### src/rtl/binary_frame_scheduler.sv
// Capture/serve sequencer for the 1-bit frame buffer: triggers a capture, waits for it,
// then time-shares the buffer's registered read port between two readers round-robin.
module binary_frame_scheduler #(
   parameter int IMG_WIDTH   = 640,
   parameter int IMG_HEIGHT  = 480,
   parameter int ADDR_W      = $clog2(IMG_WIDTH * IMG_HEIGHT),
   parameter int CAP_TIMEOUT = 1000000
) (
   input  logic              clk,
   input  logic              rst,
   input  logic              start,
   input  logic              continuous,
   input  logic [1:0]        rd_en,
   output logic              cap_trigger,
   input  logic              cap_complete,
   output logic [ADDR_W-1:0] bram_read_addr,
   input  logic              bram_read_data,
   input  logic [1:0]        req,
   input  logic [ADDR_W-1:0] req_addr0,
   input  logic [ADDR_W-1:0] req_addr1,
   output logic [1:0]        gnt,
   output logic [1:0]        rvalid,
   output logic              rdata,
   input  logic [1:0]        done,
   output logic              frame_ready,
   output logic              busy,
   output logic              timeout_err,
   output logic [15:0]       frame_count
);

   localparam int CNT_W = (CAP_TIMEOUT > 1) ? $clog2(CAP_TIMEOUT) : 1;
   localparam logic [CNT_W-1:0] CNT_LAST = CNT_W'(CAP_TIMEOUT - 1);

   typedef enum logic [2:0] {
      S_IDLE,
      S_TRIGGER,
      S_WAIT_CAP,
      S_SERVE,
      S_DRAIN
   } state_t;

   state_t            r_state;
   state_t            w_state_nxt;
   logic [CNT_W-1:0]  r_cnt;
   logic [1:0]        r_en_q;
   logic [1:0]        r_done_flag;
   logic              r_ptr;
   logic [1:0]        r_rvalid;
   logic [ADDR_W-1:0] r_last_addr;
   logic              r_timeout_err;
   logic [15:0]       r_frame_count;

   logic [1:0]        w_elig;
   logic [1:0]        w_gnt;
   logic [1:0]        w_done_nxt;
   logic [ADDR_W-1:0] w_addr;
   logic              w_cnt_last;

   // NOTE: every always_comb output gets a default first so no path leaves it
   // unassigned; otherwise synthesis infers a latch to hold the old value.
   always_comb begin
      w_elig      = 2'b00;
      w_gnt       = 2'b00;
      w_addr      = r_last_addr;
      w_done_nxt  = r_done_flag | (done & r_en_q);
      w_cnt_last  = (r_cnt == CNT_LAST);
      w_state_nxt = r_state;

      if (r_state == S_SERVE) begin
         w_elig = req & r_en_q & ~r_done_flag;
      end

      // Pointer only breaks ties; a lone eligible reader always wins.
      unique case (w_elig)
         2'b11:   w_gnt = r_ptr ? 2'b10 : 2'b01;
         2'b01,
         2'b10:   w_gnt = w_elig;
         default: w_gnt = 2'b00;
      endcase

      if (w_gnt[0]) begin
         w_addr = req_addr0;
      end else if (w_gnt[1]) begin
         w_addr = req_addr1;
      end

      unique case (r_state)
         S_IDLE: begin
            if (start) w_state_nxt = S_TRIGGER;
         end
         S_TRIGGER: w_state_nxt = S_WAIT_CAP;
         S_WAIT_CAP: begin
            if (cap_complete)    w_state_nxt = S_SERVE;
            else if (w_cnt_last) w_state_nxt = S_IDLE;
         end
         S_SERVE: begin
            if ((w_done_nxt | ~r_en_q) == 2'b11) w_state_nxt = S_DRAIN;
         end
         S_DRAIN: w_state_nxt = continuous ? S_TRIGGER : S_IDLE;
         default: w_state_nxt = S_IDLE;
      endcase
   end

   // NOTE: state registers use non-blocking assignments so every flop samples
   // the pre-edge values, independent of statement order.
   always_ff @(posedge clk) begin
      if (rst) begin
         r_state       <= S_IDLE;
         r_cnt         <= '0;
         r_en_q        <= 2'b00;
         r_done_flag   <= 2'b00;
         r_ptr         <= 1'b0;
         r_rvalid      <= 2'b00;
         r_last_addr   <= '0;
         r_timeout_err <= 1'b0;
         r_frame_count <= 16'd0;
      end else begin
         r_state     <= w_state_nxt;
         r_rvalid    <= w_gnt;
         r_last_addr <= w_addr;

         if (r_state == S_TRIGGER) begin
            r_cnt <= '0;
         end else if (r_state == S_WAIT_CAP) begin
            r_cnt <= r_cnt + CNT_W'(1);
         end

         if (r_state == S_WAIT_CAP) begin
            if (cap_complete) begin
               r_frame_count <= r_frame_count + 16'd1;
               r_en_q        <= rd_en;
               r_done_flag   <= 2'b00;
            end else if (w_cnt_last) begin
               r_timeout_err <= 1'b1;
            end
         end

         if (r_state == S_SERVE) begin
            r_done_flag <= w_done_nxt;
         end

         // After serving reader 0 the tie goes to reader 1, and vice versa.
         if (w_gnt != 2'b00) begin
            r_ptr <= w_gnt[0];
         end
      end
   end

   assign cap_trigger    = (r_state == S_TRIGGER);
   assign frame_ready    = (r_state == S_SERVE);
   assign busy           = (r_state != S_IDLE);
   assign gnt            = w_gnt;
   assign bram_read_addr = w_addr;
   assign rvalid         = r_rvalid;
   assign rdata          = bram_read_data;
   assign timeout_err    = r_timeout_err;
   assign frame_count    = r_frame_count;

endmodule

### config.mk
export PLATFORM = sky130hd
export DESIGN_NAME = binary_frame_scheduler
export DESIGN_NICKNAME = d
export VERILOG_FILES = /design/src/rtl/binary_frame_scheduler.sv
export SDC_FILE = /design/constraint.sdc
export NUM_CORES = 1
export LEC_CHECK = 0
export CORE_UTILIZATION = 35
export CTS_CLUSTER_SIZE = 10
export DETAILED_ROUTE_END_ITERATION = 10
export GPL_TIMING_DRIVEN = 1
export SETUP_SLACK_MARGIN = 0.15
export SYNTH_ARGS = -nofsm -noshare
export SYNTH_HDL_FRONTEND = slang
export SYNTH_SLANG_ARGS = --single-unit
### constraint.sdc
create_clock -name clk -period 2.4 [get_ports clk]
set_clock_uncertainty 0.05 [all_clocks]
set_input_delay 0.48 -clock clk [delete_from_list [all_inputs] [get_ports clk]]
set_output_delay 0.48 -clock clk [all_outputs]
set_load 0.02 [all_outputs]
Yosys cells after proc, flatten, opt, wreduce, memory -nomap -nowiden
Cells that the tools add are included.
{ "op_classes": {"eq_ne": 12, "add_sub_neg": 2, "reduce_logical": 11, "n_bitwise": 8, "mux": 14} }
{ "ops": {"columns": ["op", "n"], "rows": [
  ["19-bit two-way mux", 2],
  ["20-bit by 1-bit adder with 20-bit output, second input constant", 1],
  ["20-bit == test, second input constant", 1],
  ["16-bit by 1-bit adder with 16-bit output, second input constant", 1],
  ["3-bit one-hot mux with 5 select lines", 1],
  ["3-bit two-way mux", 4],
  ["2-bit two-way mux", 5],
  ["2-bit AND", 3],
  ["2-bit == test, second input constant", 3],
  ["3-bit by 2-bit == test with 1-bit output, second input constant", 2],
  ["3-bit AND reduction", 2],
  ["2-bit nonzero test", 3],
  ["2-bit NOT", 2],
  ["2-bit bitwise OR", 2],
  ["2-bit one-hot mux with 2 select lines", 1],
  ["2-bit AND reduction", 2],
  ["2-bit OR reduction", 2],
  ["3-bit by 1-bit == test with 1-bit output, second input constant", 1],
  ["3-bit == test, second input constant", 1],
  ["3-bit logical NOT", 1],
  ["3-bit inequality test, second input constant", 1],
  ["3-bit nonzero test", 1],
  ["2-bit by 1-bit == test with 1-bit output, second input constant", 1],
  ["2-bit by 1-bit inequality test with 1-bit output, second input constant", 1],
  ["other kinds (3)", 3]
]} }
{ "word_totals": {"output_inout_bits": 44, "wordCells": 56, "inputBits": 50, "register_bits": 66} }

Depth between registers and ports, before layout
{ "depth": {"depth_word": 8, "depth_mapped": 8, "ltp_nobuf": 5} }

Worst setup path before layout
No wires, ideal clock.
{ "synth_path": {"kind": "flip-flop to output port", "startpoint": "reg r_state[2]", "endpoint": "out bram_read_addr[10]", "arrival_time_ns": 2.033, "stages_incl_launch_ff": 9, "path_slack_ns": -0.163, "t_required_ns": 1.870, "path_cell_list": "dfxtp_1 buf_6 nand3b_1 inv_1 o21a_1 clkbuf_1 clkbuf_1 nand2_1 a31oi_1"} }
{ "synth_between": {"elab_chain_len": 7, "word_cells_on_any_way": 9} }
{ "synth_rtl": {"columns": ["item", "line_no", "source"], "rows": [
  ["start: declaration", "42", "state_t r_state;"],
  ["start signal: assignment", "118", "r_state <= w_state_nxt;"],
  ["3-bit by 2-bit == test with 1-bit output *", null, null],
  ["via frame_ready", "25", "output logic frame_ready,"],
  ["2-bit two-way mux *", "69", "if (r_state == S_SERVE) begin"],
  ["2-bit by 1-bit == test with 1-bit output or 2-bit == test (tied branches)", "74", "unique case (w_elig)"],
  ["2-bit OR reduction", "74", null],
  ["2-bit one-hot mux with 2 select lines *", "74", null],
  ["19-bit two-way mux", "83", "end else if (w_gnt[1]) begin"],
  ["19-bit two-way mux *", "81", "if (w_gnt[0]) begin"],
  ["end: declaration", "16", "output logic [ADDR_W-1:0] bram_read_addr,"]
]} }
Mark *: on every way through the listed nets, which the timed path passes. The rest lies on a longest branch.

Worst setup path after layout
{ "layout_path": {"startpoint": "reg r_done_flag[1]", "endpoint": "out bram_read_addr[16]"} }
{ "layout_between": {"elab_chain_len": 8, "word_cells_on_any_way": 10} }
{ "layout_rtl": {"columns": ["item", "line_no", "source"], "rows": [
  ["start: declaration", "46", "logic [1:0] r_done_flag;"],
  ["start signal: assignment", "139", "r_done_flag <= w_done_nxt;"],
  ["2-bit NOT *", "70", "w_elig = req & r_en_q & ~r_done_flag;"],
  ["2-bit AND *", "70", null],
  ["2-bit two-way mux *", "69", null],
  ["2-bit by 1-bit == test with 1-bit output or 2-bit == test (tied branches)", "74", null],
  ["2-bit OR reduction", "74", null],
  ["2-bit one-hot mux with 2 select lines *", "74", null],
  ["19-bit two-way mux", "83", null],
  ["19-bit two-way mux *", "81", null]
]} }
Mark *: on every way between the ends. The rest lies on a longest branch, timed or not.

==> out/qor.yml <==
logic_synthesis:
  post_synth_main_area_contributors: "dfxtp_1 42%, nand2_1 6.9%, nor2_1 5.5%, a311oi_1 5.3%, a31oi_1 3.8%"
  synthCells: 390
  most_common_flop_cell_mapped_by_yosys: "dfxtp_1"
  synth_enable_flop_cells: 0
  syn_area_per_cell_um2: 8.07
  yosys-top-cells-count: "66 x dfxtp_1, 58 x nand2_1, 46 x nor2_1, 22 x clkbuf_1"
  synth-compound-area-share: 0.172
  async_flop_share: 0
  synthMostInstantiatedCell: "dfxtp_1"
  synthesis.area_um2: 3150
  yosys_register_bits: 66
  post_synth_fa_ha_maj_area_fraction: 0.00796
  synth_top_cell_area_share: 0.420
  fraction_of_synthesized_cell_area_in_xor_and_xnor_cells: 0.0529
  largest_family_of_logic_cells_by_synthesized_area: "simple AND/OR/NAND/NOR gates"
  synthesis.nets: 442
  synth.distinct_cells: 46
  synthMuxAreaShare: 0.00318
  post_synthesis_sequential_area_ratio: 0.420
  ys_warn_count: 0
  netlist.top_cell.by_area: "dfxtp_1"
  post_synth_and_or_nand_nor_area_fraction: 0.292
global_route:
  grt_max_degree: 48
  grt-ovfl-total: 0
  top_usage_layer_grt: "met2"
  grt_util_met2: 0.320
  global_route.usage.total: 0.196
  grt_antenna_before_repair: 0
  grt_pass1_vias: 3196
  met3_usage: 0.0412
  grt.met1_usage: 0.242
  grt_first_pass_wirelength_um: 15000
detailed_routing:
  dr.pass1.iters: 4
  routed_via_density: 5.20
  detail_route.drc_violations: 0
  drt-total-wl_um: 9170
  number_of_vias_in_the_routed_layout: 3394
  final_antenna_net_count: 0
  drt-wirelength-per-cell_um: 14.0
  detail_route.iter0.violations: 114
placed_design:
  dp_hpwl_um: 6000
  dp_cells: 623
  io_buffers: 91
  placed_cell_area_um2: 4610
  place.gp.congestion: 0.787
clock_tree:
  latest_clock_arrival_within_the_worst_skew_pair_ps: 340
  cts.sinks: 66
  clock_tree_from_tritoncts: "done"
  clk_path_buf_depth: 2
  ctsHtreeMaxLevel: 3
  cts-buffers-inserted: 9
  clk_transition_reported_paths_ps: 70
  cts-root-buf: "clkbuf_8"
floorplan:
  die_width_um: 96.8
  initial_core_util: 0.361
  design.die.area_um2: 9370
  fp-row-count: 34
  fp.coreArea_um2: 8720
  chipHeight_um: 96.8
  boundaryPins: 94
critical_path:
  cp_max_fanout: 6
  timing.critical_path.cells: "and3b_2, a211o_4, buf_12, buf_16, a31oi_4, buf_6"
  critPathMaxStageDelay_ps: 430
  critPathBufInv: 3
  crit_path_end_kind: "output port"
  critical-path-slowest-cell: "a211o_4"
  critPathLaunchType: "register"
  cp_top_family: "compound AO/OA/AOI/OAI gates"
  timing_worst_setup_path_type: "register to output port"
  critical_path_arrival_ps: 1880
  critical_path_required_ps: 1870
run_status:
  outcome: "finished with violations"
  violations: "negative setup slack"
pwr:
  total_power_uw: 2490
  vdd_drop_max_mv: 0.311
  power_density_nw_per_um2: 475
  power_leakage_uw: 0.00195
sta:
  hold_slack_ps: 428
  max_freq_ghz: 0.414
  drv_slew: 0
  unrepaired_setup_endpoints_after_global_routing: "yes"
  final_report_hold_violation_count: 0
  period_minus_slack_ps: 2410
  final.setup.worst_slack_ps: -13.1
  final-setup-viol-count: 3
  max_slew.worst_pin.slew_ps: 514
  max_slew_margin: 0.657
  final.period_utilization: 1.01
finish:
  drive_above_1_share: 0.303
  final_net_count: 592
  final_cell_count_no_fill: 653
  fin_util: 0.602
  number_of_antenna_diodes: 0
  p_r_area_growth_vs_syn_pct: 66.8
  layout.cell_area.non_filler_um2: 5250
hold_path:
  hp-class: "register to register"
run:
  max_cap_viol_count: 0
worst reg2reg max path, delay by kind of cell (launching register included):
family,cells,cell delay [ps]
AND/OR/NAND/NOR,3,1380
flip-flops,1,340
AO/OA/AOI/OAI,1,160
buffers and inverters,1,170
worst paths after layout:
path | from | end | slack [ps] | cells after the start
worst max-delay path | r_done_flag[1]$_SDFFE_PP0P_ | bram_read_addr[16] | -10 | 6
worst min-delay path | timeout_err$_SDFFE_PP0P_ | timeout_err$_SDFFE_PP0P_ | 430 | 2
worst max register to register | r_state[1]$_SDFFE_PP0P_ | r_cnt[17]$_SDFFE_PP0P_ | 240 | 5
worst min register to register | timeout_err$_SDFFE_PP0P_ | timeout_err$_SDFFE_PP0P_ | 430 | 2
area by class of cell:
cell class | instances | area [µm²]
clock inverters | 6 | 114
well taps | 108 | 135
flip-flops and latches | 66 | 1330
repair buffers | 167 | 1580
fillers | 754 | 3470
inverters | 10 | 50.0
multi-input cells | 286 | 1910
clock buffers | 10 | 138
power by group:
group	switching [µW]	internal [µW]	total, µW
registers	7.00	1100	1110
clock network	448	720	1170
logic	96.3	117	214
logic make-up (layout without fill, tap and decap cells):
logic type | after synthesis | in the layout
mux | 1 | 1
xor+xnor | 19 | 19
simple gates | 181 | 181
buf+inv | 38 | 193
compound gates | 83 | 83
fa+ha+maj | 2 | 2
flops | 66 | 66
registers in the layout (all words and copies together), names as in the netlist:
signal       count
rvalid           2
r_done_flag      2
r_cnt           20
timeout_err      1
r_ptr            1
r_last_addr     19
r_state          3
frame_count     16
r_en_q           2
per-layer routing:
layer	share of wire	vias to the layer above
met4	0.033	0
li1	-	1714
met1	0.47	1580
met5	0	-
met2	0.46	79
met3	0.042	21
layout by cell type, fill, tap and decap left out, drive strengths merged, types with 5 or more instances in the layout:
cell type / n
nand3: 11
dfxtp: 66
inv: 9
o21ai: 16
nand4: 12
nand2: 58
or3: 13
clkdlybuf4s50: 64
xnor2: 7
a31oi: 19
nor2: 46
a311oi: 19
a21oi: 19
buf: 97
and4: 5
clkbuf: 11
xor2: 12
repair_timing:
action                     in CTS  in global routing
gates cloned                    3                  1
pin swaps                       6                  7
setup endpoints to repair      27                 25
resized for setup             168                 17
setup buffers                   9                  1
hold buffers                    0                  0
metrics by stage:
stage | setup TNS [ps] | setup WS [ps]
after floorplan | 0 | 71.6
after global placement | -11460 | -578
after detailed placement | -11670 | -591
after CTS | -142 | -69.6
after global routing | -622 | -72.6
final | -25.4 | -13.1
Power figures use the tool's default switching activity.
